--- config.mk ---
export PLATFORM = sky130hd
export DESIGN_NAME = td4_sequencer
export DESIGN_NICKNAME = d
export VERILOG_FILES = /design/src/rtl/td4_pkg.sv /design/src/rtl/td4_op_decode.sv /design/src/rtl/td4_sequencer.sv
export SDC_FILE = /design/constraint.sdc
export NUM_CORES = 1
export LEC_CHECK = 0
export CORE_ASPECT_RATIO = 1.75
export CORE_MARGIN = 2
export CORE_UTILIZATION = 51
export CTS_BUF_LIST = sky130_fd_sc_hd__clkbuf_8
export DETAILED_ROUTE_END_ITERATION = 10
export GPL_ROUTABILITY_DRIVEN = 0
export GPL_TIMING_DRIVEN = 0
export PLACE_DENSITY_LB_ADDON = 0.3
export SYNTH_ARGS = -nofsm -noshare
export SYNTH_HDL_FRONTEND = slang
export SYNTH_SLANG_ARGS = --single-unit
--- constraint.sdc ---
create_clock -name clk -period 2.1 [get_ports clk]
set_input_delay 0.21 -clock clk [delete_from_list [all_inputs] [get_ports clk]]
set_output_delay 0.21 -clock clk [all_outputs]
set_load 0.02 [all_outputs]
--- src/rtl/td4_pkg.sv ---
// Shared definitions for the TD4 control unit: opcodes, FSM states, adder source
// select codes and load-mask bit positions.
package td4_pkg;

  localparam logic [3:0] OP_ADD_A  = 4'b0000;
  localparam logic [3:0] OP_ADD_AB = 4'b0001;
  localparam logic [3:0] OP_IN_A   = 4'b0010;
  localparam logic [3:0] OP_MOV_A  = 4'b0011;
  localparam logic [3:0] OP_ADD_BA = 4'b0100;
  localparam logic [3:0] OP_ADD_B  = 4'b0101;
  localparam logic [3:0] OP_IN_B   = 4'b0110;
  localparam logic [3:0] OP_MOV_B  = 4'b0111;
  localparam logic [3:0] OP_OUT_B  = 4'b1001;
  localparam logic [3:0] OP_OUT_IM = 4'b1011;
  localparam logic [3:0] OP_JNC    = 4'b1110;
  localparam logic [3:0] OP_JMP    = 4'b1111;

  typedef enum logic [1:0] {
    ST_IDLE  = 2'd0,
    ST_FETCH = 2'd1,
    ST_EXEC  = 2'd2,
    ST_FAULT = 2'd3
  } state_t;

  typedef enum logic [1:0] {
    SEL_A    = 2'd0,
    SEL_B    = 2'd1,
    SEL_IN   = 2'd2,
    SEL_ZERO = 2'd3
  } src_sel_t;

  localparam int LD_A   = 0;
  localparam int LD_B   = 1;
  localparam int LD_OUT = 2;
  localparam int LD_PC  = 3;

  function automatic logic [4:0] add5(input logic [3:0] a, input logic [3:0] b);
    return {1'b0, a} + {1'b0, b};
  endfunction

endpackage

--- src/rtl/td4_op_decode.sv ---
// Combinational TD4 opcode decoder: picks the adder source and which architectural
// register the result lands in. JNC resolves its condition from the current carry.
module td4_op_decode
  import td4_pkg::*;
(
  input  logic [3:0] opcode,
  input  logic       carry,
  output src_sel_t   src_sel,
  output logic       load_a,
  output logic       load_b,
  output logic       load_out,
  output logic       load_pc,
  output logic       legal,
  output logic       is_jump
);

  logic [3:0] load_mask_s;

  // opcode to source/load-mask table
  always_comb begin
    src_sel     = SEL_ZERO;
    load_mask_s = 4'b0000;
    legal       = 1'b1;
    is_jump     = 1'b0;
    case (opcode)
      OP_ADD_A:  begin src_sel = SEL_A;    load_mask_s[LD_A]   = 1'b1; end
      OP_ADD_AB: begin src_sel = SEL_B;    load_mask_s[LD_A]   = 1'b1; end
      OP_IN_A:   begin src_sel = SEL_IN;   load_mask_s[LD_A]   = 1'b1; end
      OP_MOV_A:  begin src_sel = SEL_ZERO; load_mask_s[LD_A]   = 1'b1; end
      OP_ADD_BA: begin src_sel = SEL_A;    load_mask_s[LD_B]   = 1'b1; end
      OP_ADD_B:  begin src_sel = SEL_B;    load_mask_s[LD_B]   = 1'b1; end
      OP_IN_B:   begin src_sel = SEL_IN;   load_mask_s[LD_B]   = 1'b1; end
      OP_MOV_B:  begin src_sel = SEL_ZERO; load_mask_s[LD_B]   = 1'b1; end
      OP_OUT_B:  begin src_sel = SEL_B;    load_mask_s[LD_OUT] = 1'b1; end
      OP_OUT_IM: begin src_sel = SEL_ZERO; load_mask_s[LD_OUT] = 1'b1; end
      OP_JNC:    begin is_jump = 1'b1;     load_mask_s[LD_PC]  = ~carry; end
      OP_JMP:    begin is_jump = 1'b1;     load_mask_s[LD_PC]  = 1'b1; end
      default:   legal = 1'b0;
    endcase
  end

  assign load_a   = load_mask_s[LD_A];
  assign load_b   = load_mask_s[LD_B];
  assign load_out = load_mask_s[LD_OUT];
  assign load_pc  = load_mask_s[LD_PC];

endmodule

--- src/rtl/td4_sequencer.sv ---
// TD4 multi-cycle sequencer: ROM fetch handshake with timeout, execute, register commit.
// Optional single-step input is built when TD4_STEP_EN is defined.
module td4_sequencer
  import td4_pkg::*;
#(
  parameter int PC_W        = 4,
  parameter int ACK_TIMEOUT = 15
)
(
  input  logic            clk,
  input  logic            n_reset,
  input  logic            run,
`ifdef TD4_STEP_EN
  input  logic            step,
`endif
  output logic            rom_req,
  output logic [PC_W-1:0] rom_addr,
  input  logic            rom_ack,
  input  logic [7:0]      rom_data,
  input  logic [3:0]      in_port,
  output logic [3:0]      out_port,
  output logic [PC_W-1:0] pc,
  output logic            carry,
  output logic            busy,
  output logic            illegal,
  output logic            fault
);

  state_t          state_r;
  logic [PC_W-1:0] pc_r;
  logic [3:0]      a_r;
  logic [3:0]      b_r;
  logic [3:0]      out_r;
  logic [3:0]      imm_r;
  logic            carry_r;
  logic            rom_req_r;
  logic            busy_r;
  logic            illegal_r;
  logic            fault_r;
  src_sel_t        src_sel_r;
  logic [3:0]      ld_r;
  logic            legal_r;
  logic            jump_r;
  logic [7:0]      wait_r;

  src_sel_t        src_sel_s;
  logic            load_a_s;
  logic            load_b_s;
  logic            load_out_s;
  logic            load_pc_s;
  logic            legal_s;
  logic            is_jump_s;
  logic [3:0]      src_val_s;
  logic [4:0]      sum_s;
  logic [PC_W-1:0] pc_next_s;
  logic            step_go_s;

  // Decode at capture time: carry cannot change between fetch and execute.
  td4_op_decode u_decode (
    .opcode   (rom_data[7:4]),
    .carry    (carry_r),
    .src_sel  (src_sel_s),
    .load_a   (load_a_s),
    .load_b   (load_b_s),
    .load_out (load_out_s),
    .load_pc  (load_pc_s),
    .legal    (legal_s),
    .is_jump  (is_jump_s)
  );

`ifdef TD4_STEP_EN
  logic step_d_r;

  // step history for rising-edge detection
  always_ff @(posedge clk or negedge n_reset) begin
    if (!n_reset) begin
      step_d_r <= 1'b0;
    end else begin
      step_d_r <= step;
    end
  end

  assign step_go_s = step & ~step_d_r;
`else
  assign step_go_s = 1'b0;
`endif

  // adder operand mux, sum and next program counter
  always_comb begin
    src_val_s = 4'h0;
    case (src_sel_r)
      SEL_A:    src_val_s = a_r;
      SEL_B:    src_val_s = b_r;
      SEL_IN:   src_val_s = in_port;
      SEL_ZERO: src_val_s = 4'h0;
      default:  src_val_s = 4'h0;
    endcase
    sum_s = add5(src_val_s, imm_r);
    if (ld_r[LD_PC]) begin
      pc_next_s = PC_W'(imm_r);
    end else begin
      pc_next_s = pc_r + PC_W'(1);
    end
  end

  // control FSM, fetch handshake, timeout and architectural state
  always_ff @(posedge clk or negedge n_reset) begin
    if (!n_reset) begin
      state_r   <= ST_IDLE;
      pc_r      <= '0;
      a_r       <= 4'h0;
      b_r       <= 4'h0;
      out_r     <= 4'h0;
      imm_r     <= 4'h0;
      carry_r   <= 1'b0;
      rom_req_r <= 1'b0;
      busy_r    <= 1'b0;
      illegal_r <= 1'b0;
      fault_r   <= 1'b0;
      src_sel_r <= SEL_ZERO;
      ld_r      <= 4'b0000;
      legal_r   <= 1'b0;
      jump_r    <= 1'b0;
      wait_r    <= 8'd0;
    end else begin
      illegal_r <= 1'b0;
      case (state_r)
        ST_IDLE: begin
          if (run || step_go_s) begin
            state_r   <= ST_FETCH;
            rom_req_r <= 1'b1;
            busy_r    <= 1'b1;
            wait_r    <= 8'd0;
          end
        end
        ST_FETCH: begin
          if (rom_ack) begin
            state_r      <= ST_EXEC;
            rom_req_r    <= 1'b0;
            imm_r        <= rom_data[3:0];
            src_sel_r    <= src_sel_s;
            ld_r[LD_A]   <= load_a_s;
            ld_r[LD_B]   <= load_b_s;
            ld_r[LD_OUT] <= load_out_s;
            ld_r[LD_PC]  <= load_pc_s;
            legal_r      <= legal_s;
            jump_r       <= is_jump_s;
            illegal_r    <= ~legal_s;
          end else if (wait_r == 8'(ACK_TIMEOUT - 1)) begin
            state_r   <= ST_FAULT;
            rom_req_r <= 1'b0;
            busy_r    <= 1'b0;
            fault_r   <= 1'b1;
          end else begin
            wait_r <= wait_r + 8'd1;
          end
        end
        ST_EXEC: begin
          if (ld_r[LD_A])   a_r   <= sum_s[3:0];
          if (ld_r[LD_B])   b_r   <= sum_s[3:0];
          if (ld_r[LD_OUT]) out_r <= sum_s[3:0];
          pc_r    <= pc_next_s;
          carry_r <= (legal_r && !jump_r) ? sum_s[4] : 1'b0;
          if (run) begin
            state_r   <= ST_FETCH;
            rom_req_r <= 1'b1;
            wait_r    <= 8'd0;
          end else begin
            state_r <= ST_IDLE;
            busy_r  <= 1'b0;
          end
        end
        ST_FAULT: begin
          state_r <= ST_FAULT;
        end
        default: begin
          state_r   <= ST_IDLE;
          rom_req_r <= 1'b0;
          busy_r    <= 1'b0;
        end
      endcase
    end
  end

  assign rom_req  = rom_req_r;
  assign rom_addr = pc_r;
  assign out_port = out_r;
  assign pc       = pc_r;
  assign carry    = carry_r;
  assign busy     = busy_r;
  assign illegal  = illegal_r;
  assign fault    = fault_r;

endmodule

==> results of run 1 <==
-- power breakdown --
part / leakage (nW) / switching, mW / total (mW) / internal [mW]
combinational: 0.779 / 1.27 / 2.45 / 1.18
sequential: 0.523 / 0.297 / 1.50 / 1.20
clock: 0.0581 / 0.303 / 0.658 / 0.354
total: 1.36 / 1.87 / 4.60 / 2.73
-- how the worst max path moves through the flow --
stage	startpoint	endpoint	depth (start not counted)	slack, ns
6_report	src_sel_r[0]	a_r[3]	7	0.07
3_5_place_dp	src_sel_r[0]	out_port[3]	8	-0.12
5_1_grt	src_sel_r[0]	a_r[3]	9	-0.05
3_3_place_gp	n_reset	out_port[1]	1	-0.30
4_1_cts	src_sel_r[0]	a_r[3]	9	0.007
2_1_floorplan	src_sel_r[1]	carry	10	0.08
-- worst reg2reg max path, stage by stage, from the launching register on --
cell	delay (ns)
dfstp_2	0.62
mux2i_1	0.22
o21ai_1	0.10
ha_1	0.27
a21o_1	0.18
a21oi_2	0.16
xnor2_2	0.10
mux2_2	0.26
-- what timing repair did --
action | CTS | global route
hold buffers | 1 | 0
endpoints found under the setup margin | 7 | 10
endpoints found under the hold margin | 12 | 0
pin swaps | 0 | 2
resized for setup | 6 | 3
buffers inserted | 3 | 1
-- metrics by stage --
| step | utilization | setup TNS, ns |
|---|---|---|
| 6_report | 0.656 | 0 |
| 5_1_grt | 0.656 | -0.154 |
| 4_1_cts | 0.653 | 0 |
| 3_5_place_dp | 0.617 | -0.737 |
| 3_3_place_gp | 0.613 | -12.63 |
| 2_1_floorplan | - | 0 |
-- state kept, by name, indices dropped and copies added (netlist names), 2 cells and up --
name and count:
state_r 2, out_port 4, wait_r 8, imm_r 4
b_r 4, src_sel_r 2, a_r 4, pc 4
ld_r 4
-- logic make-up (layout without fill, tap and decap cells) --
logic type               Yosys count  count (layout)
AO/OA/AOI/OAI                     59              59
buffers and inverters             25              70
adder cells (fa/ha/maj)           12              12
flip-flops                        43              43
XOR/XNOR                           3               3
multiplexers                      17              17
AND/OR/NAND/NOR                   73              73
-- layout make-up --
class	instances	area [µm²]	share of cell area
clock inverter	3	43.8	0.0152
timing repair buffer	38	375	0.130
buffer	12	70.1	0.0242
inverter	12	45.0	0.0156
sequential	43	1080	0.373
multi-input combinational	164	1140	0.396
tap	51	63.8	0.0221
clock buffer	5	68.8	0.0238
-- cell usage after synthesis (2+ instances only) --
| cell type | number |
|---|---|
| dfstp_2 | 2 |
| o31ai_1 | 2 |
| inv_1 | 12 |
| mux2_2 | 9 |
| nand3_1 | 3 |
| and3_1 | 8 |
| xor2_1 | 2 |
| a211o_1 | 3 |
| clkbuf_1 | 6 |
| mux2i_1 | 8 |
| buf_2 | 2 |
| o21ai_0 | 20 |
| a22o_1 | 2 |
| nor2_1 | 15 |
| or2_1 | 2 |
| nand2b_1 | 3 |
| a21oi_1 | 15 |
| and2_1 | 2 |
| buf_4 | 4 |
| ha_1 | 11 |
| nand2_1 | 31 |
| a21o_1 | 5 |
| dfrtp_1 | 41 |
| nand4_1 | 3 |
| o32ai_1 | 2 |
-- metal layers --
layer | vias up | part of all wire | global-route usage
met5 | - | 0 | 0
met1 | 882 | 0.39 | 0.246
met2 | 31 | 0.56 | 0.379
met3 | 8 | 0.025 | 0.0351
li1 | 896 | - | -
met4 | 0 | 0.020 | 0.110
==> key figures, run 1 <==
Finish
  • Commonest non-fill, non-tap cell in the layout: dfrtp_1
  • Synth-to-Final Area Change: 24.8%
  • N_diodes: 0
  • Most frequent cells in the layout: dfrtp_1, nand2_1, clkdlybuf4s50_1, o21ai_0, nor2_1
  • Final instance area: 2890 µm²
  • Nets: 304
  • Fin cells: 328
  • Layout cells sized above 1: 0.162
  • Fill cells: 377

Detailed routing
  • DRT iter0 DRCs: 33
  • Post-route DRC: 0
  • Final ANT Viol Nets: 0
  • DR WL/cell: 15.1 µm
  • Vias per cell: 5.54
  • Vias: 1,817
  • Drt pass-1 iters: 4
  • Post-Route WL: 4.94 mm

Setup path
  • Reg-to-Reg Start: src_sel_r[0]
  • Critical-path maximum fanout: 6
  • Critical path's slowest cell: dfstp_2
  • Critical Path RT: 2.29 ns
  • Critical path's top delay family: flip-flops
  • Max incr delay on CP: 0.62 ns
  • Buf/Inv on CP: 0
  • Reg-to-reg endpoint: a_r[3]
  • Crit start category: flip-flop
  • CP endpoint kind: flip-flop
  • Worst R2R Path Depth: 7
  • CP arrival: 2.22 ns
  • Internal reg-to-reg setup slack: 0.07 ns
  • WS Path Type: reg -> reg
  • CP cell instances: mux2i_1, o21ai_1, ha_1, a21o_1, a21oi_2, xnor2_2, mux2_2

Synth
  • #FFs+latches synth: 43
  • Share of flip-flops with an asynchronous set or reset: 1.00
  • Sequential share of the synthesized area: 0.466
  • Dominant cells by area after synthesis: dfrtp_1, ha_1, nand2_1
  • Area leader, netlist: dfrtp_1
  • Post-synth EDFFs: 0
  • Main synth FF type: dfrtp_1
  • Area share of and/or/nand/nor cells after synthesis: 0.155
  • Compound-Gate Fraction of Synth Area: 0.170
  • Post-Synth XOR/XNOR Area: 0.0113
  • Post-synth net total: 260
  • Largest family of logic cells by synthesized area: compound AO/OA/AOI/OAI gates
  • Mux share of post-synthesis cell area: 0.0783
  • Mapped Cells: 232
  • Synth top area share: 0.443
  • Library cells used by synthesis: 44
  • Netlist Area Pre-Place: 2320 µm²
  • Ys Warns: 0
  • Mapped Avg Cell Area: 9.98 µm²
  • Synth Area in Adders: 0.0681

STA
  • Final worst-path cycle share: 0.966
  • Worst clock skew: 0.00928 ns
  • Highest Clock Rate: 493 MHz
  • Worst-Margin Slew: 0.386 ns
  • RSZ-0062 raised after global routing: yes
  • Final Setup Violations: 0
  • Slew Limit Fails: 0
  • Fin crit period: 2.03 ns
  • Final WS setup: 0.0717 ns
  • Final Hold Slack: 0.328 ns
  • Relative max-transition margin: 0.741
  • Fin. Hold Viols: 0

Floorplan
  • Initial core utilization: 0.526
  • Die X: 54.9 µm
  • FP Rows: 32
  • # IOs: 33
  • Die Y: 93.1 µm
  • Core Area: 4400 µm²
  • Die area: 5120 µm²

Pwr
  • Final total power: 4.60 mW
  • Leakage power: 1.36 nW
  • Maximum vdd drop: 0.00119 V
  • PwrDens: 1590 nW/µm²

Place
  • Placed cell count: 316
  • IO buf count: 32
  • Setup Slack @ Placement: -0.125 ns
  • HPWL after DPL: 3.65 mm
  • Placed instance area: 2720 µm²

GRT
  • Total Routing Usage GR: 0.219
  • Vias in the first global route: 1,815
  • First-pass GRT wire length: 8.11 mm
  • Antenna violations before repair: 0
  • Grt ovf: 0
  • Pin count of the biggest net entering global routing: 32

Run status
  • Status: completed

Min path
  • Hold Path Class: in -> async

CTS
  • TritonCTS clock tree: built
  • Clock latency on the worst-skew pair: 0.30 ns
  • CTS Sinks: 43
  • H-tree depth: 2
  • Clk buf depth: 2
  • Clock buffer count from CTS: 5
  • Clock transition at path regs: 0.09 ns
  • Root Buffer: clkbuf_8

Job
  • MaxCap Viol Count: 0
No activity file was read; power rests on OpenSTA's default activity.
==> run 2, diff against run 1 <==
CORE_MARGIN = 4   (was 2)
SLEW_MARGIN = 20   (was default)
==> run 2 against run 1 <==
Via count down 0.17%. Sequential share of layout area down 0.21 points. Total power rose by 1.4%. Clock skew hardly changed. Routed wire length is 1.5% higher. Clock power is 2% lower. Register-to-register slack lost 0.04 ns. Worst hold slack better by 0.0020 ns. Clock-buffer cell count did not move. Global-route usage shrank 2.8 points. Largest power group unchanged.
==> key figures, run 2 (synthesized netlist as in run 1, its figures left out) <==
Finish
  • Most frequent cells in the layout: dfrtp_1, nand2_1, clkdlybuf4s50_1, o21ai_0, nor2_1
  • Synth-to-Final Area Change: 25.5%
  • Top reg by flops: wait_r
  • Commonest non-fill, non-tap cell in the layout: dfrtp_1
  • Fill cells: 356
  • Nets: 304
  • N_diodes: 0
  • Layout cells sized above 1: 0.173
  • Max reg flops: 8

Floorplan
  • # IOs: 33
  • FP Rows: 32
  • Initial core utilization: 0.526
  • Die X: 58.9 µm
  • Die Y: 97.1 µm
  • Core Area: 4400 µm²
  • Die area: 5730 µm²

Setup path
  • CP cell instances: buf_4, mux2i_1, o21ai_1, ha_1, a21oi_2, xnor2_2, mux2_2
  • Critical path's top delay family: flip-flops
  • CP endpoint kind: flip-flop
  • Critical path's slowest cell: dfstp_2
  • Crit start category: flip-flop
  • WS Path Type: reg -> reg
  • Critical Path RT: 2.29 ns
  • Max incr delay on CP: 0.60 ns
  • Buf/Inv on CP: 1
  • CP arrival: 2.25 ns
  • Internal reg-to-reg setup slack: 0.03 ns
  • Critical-path maximum fanout: 5

Pwr
  • Leakage power: 1.37 nW
  • Final total power: 4.67 mW
  • Comb pwr share: 0.540
  • PwrDens: 1610 nW/µm²
  • Sw Share: 0.408
  • Int Pwr: 2.77 mW
  • Sequential share of power: 0.321
  • Clock power frac: 0.139
  • Maximum vdd drop: 0.00117 V
  • P_sw: 1.91 mW

Detailed routing
  • Final ANT Viol Nets: 0
  • Drt pass-1 iters: 4
  • Post-Route WL: 5.02 mm
  • Vias per cell: 5.53
  • Post-route DRC: 0
  • DR WL/cell: 15.3 µm
  • Vias: 1,814
  • DRT iter0 DRCs: 46

STA
  • Fin crit period: 2.07 ns
  • Worst clock skew: 0.00948 ns
  • Slew Limit Fails: 0
  • Final Hold Slack: 0.330 ns
  • RSZ-0062 raised after global routing: yes
  • Fin. Hold Viols: 0
  • Final Setup Violations: 0
  • Highest Clock Rate: 484 MHz
  • Final worst-path cycle share: 0.984
  • Worst-Margin Slew: 0.398 ns
  • Relative max-transition margin: 0.735
  • Final WS setup: 0.0334 ns

Place
  • Setup Slack @ Placement: -0.141 ns
  • IO buf count: 32
  • HPWL after DPL: 3.77 mm

GRT
  • Antenna violations before repair: 0
  • Grt ovf: 0
  • Vias in the first global route: 1,855
  • Pin count of the biggest net entering global routing: 33
  • First-pass GRT wire length: 8.54 mm
  • Total Routing Usage GR: 0.192

CTS
  • Clock buffer count from CTS: 5
  • TritonCTS clock tree: built
  • H-tree depth: 2
  • Root Buffer: clkbuf_8
  • Clock transition at path regs: 0.08 ns
  • CTS Sinks: 43
  • Clk buf depth: 2
  • Clock latency on the worst-skew pair: 0.30 ns

Run status
  • Status: completed

Min path
  • Hold Path Class: in -> async

Job
  • MaxCap Viol Count: 0
==> run 2: metal layers <==
metal | GRT usage | vias up | wire length, µm
met5 | 0 | - | 0
met4 | 0.103 | 0 | 116
met3 | 0.0266 | 9 | 179
met1 | 0.215 | 875 | 1950
li1 | - | 890 | -
met2 | 0.333 | 40 | 2770
==> run 2: metrics by stage <==
stage                     cell area [µm²]  std cells   util  setup TNS (ns)
after global placement               2700        315  0.613          -13.43
after global routing                 2910        328  0.660          -0.200
after detailed placement             2720        316  0.617          -0.753
after CTS                            2880        327  0.653               0
final                                2910        328  0.660               0
after floorplan                      2320        232      -               0
==> run 2: timing repair <==
action	4_1_cts	5_1_grt
pin swaps	1	8
hold buffers	1	0
resized for setup	5	8
endpoints found under the hold margin	11	0
endpoints found under the setup margin	7	7
setup buffers	3	1
==> run 2: power by group through the flow <==
stage	clock network, mW	registers (mW)	logic [mW]
2_1_floorplan	0	1.55	1.49
3_3_place_gp	0	1.49	2.26
3_5_place_dp	0	1.50	2.34
4_1_cts	0.668	1.50	2.45
5_1_grt	0.694	1.56	2.80
6_report	0.648	1.50	2.52
==> run 2: layout make-up <==
class / instances / area, µm² / area share
Tap cell: 51 / 63.8 / 0.0220
Sequential cell: 43 / 1080 / 0.371
Clock buffer: 5 / 68.8 / 0.0237
Inverter: 12 / 45.0 / 0.0155
Multi-Input combinational cell: 164 / 1160 / 0.399
Timing Repair Buffer: 38 / 375 / 0.129
Clock inverter: 3 / 43.8 / 0.0151
Buffer: 12 / 70.1 / 0.0241
==> run 2: final timing paths <==
check,start,end,depth (start not counted)
max,src_sel_r[0],b_r[3],7
min,n_reset,imm_r[0],2
max reg2reg,src_sel_r[0],b_r[3],7
min reg2reg,fault,fault,1
max in group asynchronous,n_reset,src_sel_r[1],3
min in group clk,rom_data[1],imm_r[1],3
==> run 3, diff against run 2 <==
SKIP_CTS_REPAIR_TIMING = 1   (was default)
==> run 3 against run 2 <==
Routed wire length fell by 0.18%. Largest cell class unchanged. Cell count did not move. Clock-buffer cell count did not move. Non-clock buffer count did not move. Design area did not move. Total power fell by 0.11%. Worst hold slack improved by 0.0043 ns. Critical path depth did not move. Utilization did not move.
==> key figures, run 3 (synthesized netlist as in run 1, its figures left out) <==
Detailed routing
  • Drt pass-1 iters: 4
  • Max layer used: met4
  • Post-route DRC: 0
  • Routed met3 length: 167 µm
  • DR WL/cell: 15.3 µm
  • Vias per cell: 5.56
  • Post-Route WL: 5.01 mm
  • WL met2: 2.75 mm
  • Met1 wire length: 1.96 mm
  • DRT iter0 DRCs: 54
  • Vias: 1,825
  • Final ANT Viol Nets: 0

Setup path
  • Buf/Inv on CP: 0
  • Critical Path RT: 2.29 ns
  • CP arrival: 2.26 ns
  • Crit start category: flip-flop
  • CP cell instances: mux2i_1, o21ai_1, ha_1, a21o_1, a21oi_2, xnor2_2, mux2_2
  • CP endpoint kind: flip-flop
  • Critical path's top delay family: flip-flops
  • Critical path's slowest cell: dfstp_2
  • Critical-path maximum fanout: 6
  • Max incr delay on CP: 0.62 ns
  • WS Path Type: reg -> reg

GRT
  • Vias in the first global route: 1,844
  • First-pass GRT wire length: 8.50 mm
  • Antenna violations before repair: 0
  • Pin count of the biggest net entering global routing: 33
  • Grt ovf: 0
  • Total Routing Usage GR: 0.190

Place
  • IO buf count: 32
  • HPWL after DPL: 3.77 mm
  • Setup Slack @ Placement: -0.141 ns
  • Placed cell count: 316

CTS
  • Clk buf depth: 2
  • Root Buffer: clkbuf_8
  • CTS Sinks: 43
  • H-tree depth: 2
  • TritonCTS clock tree: built
  • Clock buffer count from CTS: 5
  • Clock latency on the worst-skew pair: 0.30 ns
  • Clock transition at path regs: 0.08 ns

Floorplan
  • Core Area: 4400 µm²
  • Die Y: 97.1 µm
  • FP Rows: 32
  • # IOs: 33
  • Initial core utilization: 0.526
  • Die area: 5730 µm²
  • Die X: 58.9 µm

STA
  • Fin. Hold Viols: 0
  • Fin crit period: 2.07 ns
  • Relative max-transition margin: 0.733
  • Slew Limit Fails: 0
  • RSZ-0062 raised after global routing: yes
  • Final worst-path cycle share: 0.986
  • Final WS setup: 0.0298 ns
  • Final Setup Violations: 0
  • Highest Clock Rate: 483 MHz
  • Worst-Margin Slew: 0.400 ns
  • Worst clock skew: 0.00958 ns

Finish
  • Util after Layout: 0.660
  • Layout cells sized above 1: 0.170
  • Commonest non-fill, non-tap cell in the layout: dfrtp_1
  • Synth-to-Final Area Change: 25.5%
  • N_diodes: 0
  • Fin cells: 328
  • Nets: 304
  • Most frequent cells in the layout: dfrtp_1, nand2_1, clkdlybuf4s50_1, o21ai_0, nor2_1
  • Top reg by flops: wait_r
  • Max reg flops: 8

Pwr
  • P_sw: 1.91 mW
  • Int Pwr: 2.76 mW
  • Sw Share: 0.408
  • Clock power frac: 0.139
  • Comb pwr share: 0.537
  • PwrDens: 1610 nW/µm²
  • Leakage power: 1.37 nW
  • Maximum vdd drop: 0.00113 V
  • Sequential share of power: 0.324

Run status
  • Status: completed

Min path
  • Hold Path Class: in -> async

Job
  • MaxCap Viol Count: 0
-- run 3: cell counts in the layout (fill, tap and decap cells not counted) --
No cell type changed its count.
-- run 3: metrics by stage --
step,hold WS [ns],power (mW),TNS [ns],instance area (µm²)
global route,0.357,5.05,-0.258,2910
global placement,0.444,3.74,-13.43,2700
floorplan,-0.0856,3.04,0,2320
finish,0.334,4.67,0,2910
detailed placement,0.123,3.84,-0.753,2720
CTS,-0.205,4.49,-0.838,2830
-- run 3: layer usage --
layer / track usage / up-vias
li1: - / 891
met1: 0.212 / 879
met2: 0.332 / 44
met5: 0 / -
met4: 0.105 / 0
met3: 0.0266 / 11
-- run 3: final timing paths --
kind / start / endpoint / slack, ns / cells past startpoint
min in group clk: rom_data[1] / imm_r[1] / 0.47 / 3
hold reg to reg: fault / fault / 0.48 / 1
setup / recovery: src_sel_r[0] / b_r[3] / 0.03 / 7
max in group asynchronous: n_reset / src_sel_r[1] / 1.22 / 3
hold / removal: n_reset / imm_r[0] / 0.33 / 2
setup reg to reg: src_sel_r[0] / b_r[3] / 0.03 / 7
-- run 3: worst reg2reg max path: stages (launching register included) --
cell and delay (ns):
dfstp_2 0.62, mux2i_1 0.23, o21ai_1 0.11, ha_1 0.28, a21o_1 0.19, a21oi_2 0.16
xnor2_2 0.10, mux2_2 0.27
-- run 3: area by class of cell --
type                    count  area [µm²]
flip-flops and latches     43        1080
clock inverters             3        43.8
plain buffers              12        70.1
multi-input cells         164        1160
fillers                   359        1500
clock buffers               5        68.8
well taps                  51        63.8
inverters                  12        45.0
repair buffers             38         375
-- run 3: power groups by stage --
stage	logic, mW	clock network [mW]	registers, mW
finish	2.51	0.647	1.51
CTS	2.34	0.668	1.49
global route	2.79	0.694	1.57
global placement	2.26	0	1.49
floorplan	1.49	0	1.55
detailed placement	2.34	0	1.50
